`config.mk`:
```
export PLATFORM = sky130hd
export DESIGN_NAME = ysyx_24110006_axi_arbiter
export DESIGN_NICKNAME = d
export VERILOG_FILES = /design/src/rtl/ysyx_24110006_axi_arbiter.sv
export SDC_FILE = /design/constraint.sdc
export NUM_CORES = 1
export LEC_CHECK = 0
export ABC_AREA = 1
export ABC_CLOCK_PERIOD_IN_PS = 1750
export BUFFER_PORTS_ARGS = -buffer_cell sky130_fd_sc_hd__buf_4
export CAP_MARGIN = 10
export CORE_AREA = 3 3 162 164
export CTS_CLUSTER_SIZE = 24
export DETAILED_ROUTE_END_ITERATION = 10
export DIE_AREA = 0 0 165 167
export GPL_TIMING_DRIVEN = 1
export PLACE_DENSITY_LB_ADDON = 0.25
export SYNTH_ARGS = -nofsm -noshare
export SYNTH_HDL_FRONTEND = slang
export SYNTH_SLANG_ARGS = --single-unit
```
`constraint.sdc`:
```
create_clock -name i_clock -period 1.75 [get_ports i_clock]
set_input_delay 0.35 -clock i_clock [delete_from_list [all_inputs] [get_ports i_clock]]
set_output_delay 0.35 -clock i_clock [all_outputs]
set_load 0.01 [all_outputs]
```
`src/rtl/ysyx_24110006_axi_arbiter.sv`:
```
// Two-master (IFU, LSU) to one-slave AXI4 arbiter for single-beat transfers.
// One transaction is outstanding at a time. Writes (LSU only) beat reads.
// Simultaneous reads alternate between the two masters.
// The granted master's channels are wired combinationally to the slave port.
module ysyx_24110006_axi_arbiter (
    input  logic        i_clock,
    input  logic        i_reset_n,
    // IFU read
    input  logic [31:0] i_ifu_araddr,
    input  logic [2:0]  i_ifu_arsize,
    input  logic        i_ifu_arvalid,
    output logic        o_ifu_arready,
    output logic [31:0] o_ifu_rdata,
    output logic [1:0]  o_ifu_rresp,
    output logic        o_ifu_rvalid,
    output logic        o_ifu_rlast,
    input  logic        i_ifu_rready,
    // LSU read
    input  logic [31:0] i_lsu_araddr,
    input  logic [2:0]  i_lsu_arsize,
    input  logic        i_lsu_arvalid,
    output logic        o_lsu_arready,
    output logic [31:0] o_lsu_rdata,
    output logic [1:0]  o_lsu_rresp,
    output logic        o_lsu_rvalid,
    output logic        o_lsu_rlast,
    input  logic        i_lsu_rready,
    // LSU write
    input  logic [31:0] i_lsu_awaddr,
    input  logic [2:0]  i_lsu_awsize,
    input  logic        i_lsu_awvalid,
    output logic        o_lsu_awready,
    input  logic [31:0] i_lsu_wdata,
    input  logic [3:0]  i_lsu_wstrb,
    input  logic        i_lsu_wvalid,
    output logic        o_lsu_wready,
    output logic [1:0]  o_lsu_bresp,
    output logic        o_lsu_bvalid,
    input  logic        i_lsu_bready,
    // slave AR / R
    output logic [31:0] o_s_araddr,
    output logic [2:0]  o_s_arsize,
    output logic        o_s_arvalid,
    output logic [3:0]  o_s_arid,
    output logic [7:0]  o_s_arlen,
    output logic [1:0]  o_s_arburst,
    input  logic        i_s_arready,
    input  logic [31:0] i_s_rdata,
    input  logic [1:0]  i_s_rresp,
    input  logic        i_s_rvalid,
    input  logic        i_s_rlast,
    input  logic [3:0]  i_s_rid,
    output logic        o_s_rready,
    // slave AW / W / B
    output logic [31:0] o_s_awaddr,
    output logic [2:0]  o_s_awsize,
    output logic        o_s_awvalid,
    output logic [3:0]  o_s_awid,
    output logic [7:0]  o_s_awlen,
    output logic [1:0]  o_s_awburst,
    input  logic        i_s_awready,
    output logic [31:0] o_s_wdata,
    output logic [3:0]  o_s_wstrb,
    output logic        o_s_wvalid,
    output logic        o_s_wlast,
    input  logic        i_s_wready,
    input  logic [1:0]  i_s_bresp,
    input  logic        i_s_bvalid,
    input  logic [3:0]  i_s_bid,
    output logic        o_s_bready
);

    typedef enum logic [1:0] {
        IDLE   = 2'd0,
        IFU_RD = 2'd1,
        LSU_RD = 2'd2,
        LSU_WR = 2'd3
    } state_t;

    state_t state_reg;
    logic   last_rd_reg;   // 0: IFU was served last, 1: LSU was served last
    logic   aw_done_reg;   // AW already accepted in the current write
    logic   w_done_reg;    // W already accepted in the current write

    // Response ids are not needed: only one transaction is ever in flight.
    logic unused_ids;
    assign unused_ids = ^{i_s_rid, i_s_bid};

    logic aw_fire;
    logic w_fire;
    assign aw_fire = i_lsu_awvalid && !aw_done_reg && i_s_awready;
    assign w_fire  = i_lsu_wvalid && !w_done_reg && i_s_wready;

    // Arbitration, completion tracking and round-robin history.
    always_ff @(posedge i_clock or negedge i_reset_n) begin
        if (!i_reset_n) begin
            state_reg   <= IDLE;
            last_rd_reg <= 1'b1;
            aw_done_reg <= 1'b0;
            w_done_reg  <= 1'b0;
        end else begin
            case (state_reg)
                IDLE: begin
                    aw_done_reg <= 1'b0;
                    w_done_reg  <= 1'b0;
                    if (i_lsu_awvalid)
                        state_reg <= LSU_WR;
                    else if (i_ifu_arvalid && i_lsu_arvalid)
                        state_reg <= last_rd_reg ? IFU_RD : LSU_RD;
                    else if (i_ifu_arvalid)
                        state_reg <= IFU_RD;
                    else if (i_lsu_arvalid)
                        state_reg <= LSU_RD;
                end
                IFU_RD: begin
                    if (i_s_rvalid && i_ifu_rready) begin
                        state_reg   <= IDLE;
                        last_rd_reg <= 1'b0;
                    end
                end
                LSU_RD: begin
                    if (i_s_rvalid && i_lsu_rready) begin
                        state_reg   <= IDLE;
                        last_rd_reg <= 1'b1;
                    end
                end
                LSU_WR: begin
                    if (aw_fire)
                        aw_done_reg <= 1'b1;
                    if (w_fire)
                        w_done_reg <= 1'b1;
                    if (i_s_bvalid && i_lsu_bready)
                        state_reg <= IDLE;
                end
                default: state_reg <= IDLE;
            endcase
        end
    end

    // Channel routing: everything quiet unless a master holds the grant.
    always_comb begin
        o_ifu_arready = 1'b0;
        o_ifu_rdata   = 32'd0;
        o_ifu_rresp   = 2'd0;
        o_ifu_rvalid  = 1'b0;
        o_ifu_rlast   = 1'b0;
        o_lsu_arready = 1'b0;
        o_lsu_rdata   = 32'd0;
        o_lsu_rresp   = 2'd0;
        o_lsu_rvalid  = 1'b0;
        o_lsu_rlast   = 1'b0;
        o_lsu_awready = 1'b0;
        o_lsu_wready  = 1'b0;
        o_lsu_bresp   = 2'd0;
        o_lsu_bvalid  = 1'b0;
        o_s_araddr    = 32'd0;
        o_s_arsize    = 3'd0;
        o_s_arvalid   = 1'b0;
        o_s_arid      = 4'd0;
        o_s_arlen     = 8'd0;
        o_s_arburst   = 2'd0;
        o_s_rready    = 1'b0;
        o_s_awaddr    = 32'd0;
        o_s_awsize    = 3'd0;
        o_s_awvalid   = 1'b0;
        o_s_awid      = 4'd0;
        o_s_awlen     = 8'd0;
        o_s_awburst   = 2'd0;
        o_s_wdata     = 32'd0;
        o_s_wstrb     = 4'd0;
        o_s_wvalid    = 1'b0;
        o_s_wlast     = 1'b0;
        o_s_bready    = 1'b0;
        case (state_reg)
            IFU_RD: begin
                o_s_araddr    = i_ifu_araddr;
                o_s_arsize    = i_ifu_arsize;
                o_s_arvalid   = i_ifu_arvalid;
                o_s_arid      = 4'd0;
                o_s_arburst   = 2'b01;
                o_ifu_arready = i_s_arready;
                o_ifu_rdata   = i_s_rdata;
                o_ifu_rresp   = i_s_rresp;
                o_ifu_rvalid  = i_s_rvalid;
                o_ifu_rlast   = i_s_rlast;
                o_s_rready    = i_ifu_rready;
            end
            LSU_RD: begin
                o_s_araddr    = i_lsu_araddr;
                o_s_arsize    = i_lsu_arsize;
                o_s_arvalid   = i_lsu_arvalid;
                o_s_arid      = 4'd1;
                o_s_arburst   = 2'b01;
                o_lsu_arready = i_s_arready;
                o_lsu_rdata   = i_s_rdata;
                o_lsu_rresp   = i_s_rresp;
                o_lsu_rvalid  = i_s_rvalid;
                o_lsu_rlast   = i_s_rlast;
                o_s_rready    = i_lsu_rready;
            end
            LSU_WR: begin
                // AW and W complete independently; once a channel has
                // handshaken it is masked so it cannot be issued twice.
                o_s_awaddr    = i_lsu_awaddr;
                o_s_awsize    = i_lsu_awsize;
                o_s_awvalid   = i_lsu_awvalid && !aw_done_reg;
                o_s_awid      = 4'd1;
                o_s_awburst   = 2'b01;
                o_lsu_awready = i_s_awready && !aw_done_reg;
                o_s_wdata     = i_lsu_wdata;
                o_s_wstrb     = i_lsu_wstrb;
                o_s_wvalid    = i_lsu_wvalid && !w_done_reg;
                o_s_wlast     = 1'b1;
                o_lsu_wready  = i_s_wready && !w_done_reg;
                o_lsu_bresp   = i_s_bresp;
                o_lsu_bvalid  = i_s_bvalid;
                o_s_bready    = i_lsu_bready;
            end
            default: ;
        endcase
    end

endmodule

```
==> results.py <==
metrics = {
    "synth": {
        "synth.ff_latch_count": 5,
        "synth_area_per_cell_um2": 4.43,
        "synthesis.instances": 522,
        "netlist_area_um2": 2310,
        "seq_area_frac_synth_pct": 5.46,
        "synth_top_cell_area_share_pct": 39.9,
        "yosys-top-cells-area": "nand2_1, inv_1, buf_4",
        "yosysTopAreaCell": "nand2_1",
        "count_of_unique_library_cells_instantiated_by_yosys": 17,
        "ys.warnings.count": 0,
    },
    "pwr": {
        "power.density_cell_area_nw_per_um2": 1110,
        "power.leakage_nw": 4.36,
        "worst_ir_drop_vdd_mv": 0.736,
    },
    "setup_path": {
        "required_ns": 1.40,
        "worst_path_most_repeated_cell": "inv_2",
        "crit_path_start_kind": "flip-flop",
        "critical_path_arrival_ns": 1.55,
        "crit_slowest_cell": "dfrtp_1",
        "r2r_slack_ns": 0.10,
        "critical_path_class": "flip-flop to primary output",
        "critical_path_maximum_fanout": 34,
        "worstSetupEndpointType": "primary output",
        "crit_chain": "inv_2 -> ha_1 -> inv_2 -> buf_12 -> a21oi_1 -> buf_4",
        "critical-path-max-stage-delay_ns": 0.37,
    },
    "die": {
        "die-area_um2": 27600,
        "placementRows": 58,
        "initial_utilization_pct": 9.25,
        "num_io_pins": 419,
        "vertical_die_dimension_um": 167,
        "die_w_um": 165,
        "placeableCoreArea_um2": 25000,
    },
    "clocking": {
        "clk-insertion-delay-late_ns": 0.22,
        "cts_max_path_buffers": 2,
        "cts_inserted_buffers": 3,
        "root_buffer": "clkbuf_16",
        "htree_num_levels": 1,
        "cts_tree": "yes",
        "cts.sinks": 5,
        "clk_pin_slew_worst_paths_ns": 0.03,
    },
    "grt": {
        "grt_first_pass_wirelength_um": 20900,
        "pin_count_of_the_biggest_net_entering_global_routing": 35,
        "overall_fraction_of_global_route_tracks_in_use_pct": 9.56,
        "initial_antenna_violation_count": 0,
        "met1_usage_pct": 11.8,
        "grt.busiest_layer": "met2",
        "first_global_vias": 3710,
        "sum_of_overflow_across_all_layers_after_global_routing": 0,
        "grt.met2_usage_pct": 18.0,
        "met3_usage_pct": 1.22,
    },
    "detailed_routing": {
        "drt_drc_violations_left": 0,
        "avgViaCountPerCell": 3.35,
        "ant_nets": 0,
        "routed_wirelength_um": 16000,
        "avgRoutedWirePerCell_um": 12.8,
        "num_vias": 4188,
        "initialDrtViolationCount": 109,
        "drt-pass1-iter-count": 4,
    },
    "status": {
        "violations": "setup timing",
        "status": "complete, but fails checks",
    },
    "timing": {
        "post-route-min-period_ns": 1.90,
        "setup_viol": 165,
        "timing.final.crit_share_pct": 109,
        "timing.final.max_slew_violations": 0,
        "fmax_ghz": 0.526,
        "fin_worst_hold_slack_ns": 0.372,
        "clock-skew-final_ns": 0.00281,
        "setup_ws_ns": -0.152,
        "setup_repair_after_global_routing_missed_its_margin": "true",
        "hold_viol": 0,
    },
    "layout": {
        "largest_reg_flops": 2,
        "syn_to_final_growth_pct": 177,
        "mostFrequentLayoutCell": "buf_4",
        "ant_diodes": 0,
        "drive_gt1_share_pct": 53.4,
        "layout_common_cells": "buf_4, nand2_1, inv_1",
        "final_net_count": 1126,
        "layout.cells.non_filler": 1251,
    },
    "placement": {
        "place.gp.congestion": 0.768,
        "port_buffers": 386,
        "place.detailed.hpwl_um": 12000,
        "cell_total_after_placement": 1224,
    },
    "hold_path": {
        "worst_hold_path_type": "input pin to flip-flop",
    },
    "job": {
        "drv.max_cap_violation_count": 0,
    },
}
-- metrics by stage --
stage | setup TNS (ns) | util (%) | setup WS [ns] | total power, mW | area, um2
floorplan | 0 | - | 0.102 | 2.64 | 2400
global placement | 0 | 22.3 | 0.00458 | 5.40 | 5580
detailed placement | 0 | 22.3 | 0.0127 | 5.37 | 5580
CTS | -14.76 | 23.4 | -0.176 | 6.32 | 5870
global route | -29.32 | 25.6 | -0.217 | 7.71 | 6410
finish | -16.12 | 25.6 | -0.152 | 7.09 | 6410
-- metal layers --
| metal | share of wire, % | vias up | wire length [um] |
|---|---|---|---|
| met5 | 0 | - | 0 |
| met4 | 0.64 | 0 | 103 |
| met3 | 7.5 | 10 | 1190 |
| met2 | 51 | 194 | 8130 |
| met1 | 41 | 1803 | 6560 |
| li1 | - | 2181 | - |
-- cell usage after synthesis --
master / n
dfrtp_1: 4
buf_6: 1
nand3_1: 3
inv_1: 158
buf_4: 32
conb_1: 1
ha_1: 4
buf_1: 3
dfstp_2: 1
nor2_1: 7
o21ai_0: 2
buf_2: 18
nand2_1: 246
nor3_1: 1
a21oi_1: 38
inv_2: 1
o21bai_1: 2
-- cell type report --
| class | instances | area (um2) |
|---|---|---|
| fillers | 2821 | 18600 |
| repair buffers | 426 | 3640 |
| multi-input cells | 327 | 1560 |
| inverters | 159 | 599 |
| well taps | 330 | 413 |
| flip-flops and latches | 5 | 126 |
| clock buffers | 4 | 78.8 |
-- worst max-delay path: cells and delay by family (launching register included) --
family / cells / cell delay, ns
AOI/OAI and AO/OA: 1 / 0.08
DFF: 1 / 0.37
adders and majority gates: 1 / 0.32
buffers and inverters: 4 / 0.52
-- worst paths after layout --
kind                       cells past startpoint         start             end
min                                            3    i_s_wready      w_done_reg
min reg2reg                                    2   last_rd_reg     last_rd_reg
max reg2reg                                    9  state_reg[1]    state_reg[0]
min in group asynchronous                      2     i_reset_n    state_reg[1]
max in group asynchronous                      2     i_reset_n     last_rd_reg
max                                            6  state_reg[0]  o_s_araddr[27]
-- power breakdown --
part           switching [mW]  internal (mW)
Clock                  0.0659          0.301
Combinational            3.31           3.21
Sequential             0.0305          0.171
-- what timing repair did --
action | CTS | global route
gates cloned | 4 | 7
pin swaps | 2 | 14
resized for setup | 12 | 96
endpoints found under the setup margin | 165 | 190
setup buffers | 3 | 9
hold buffers | 1 | 0
hold endpoints to repair | 4 | 0
-- cells by family (layout without fill, tap and decap cells) --
group	after synthesis	in the layout	synth area share, %
AO/OA/AOI/OAI	42	42	9.30
adder cells (fa/ha/maj)	4	4	2.16
buffers and inverters	213	589	41.0
flip-flops	5	5	5.46
other	1	24	0.162
AND/OR/NAND/NOR	257	257	41.9
Power figures use the tool's default switching activity.
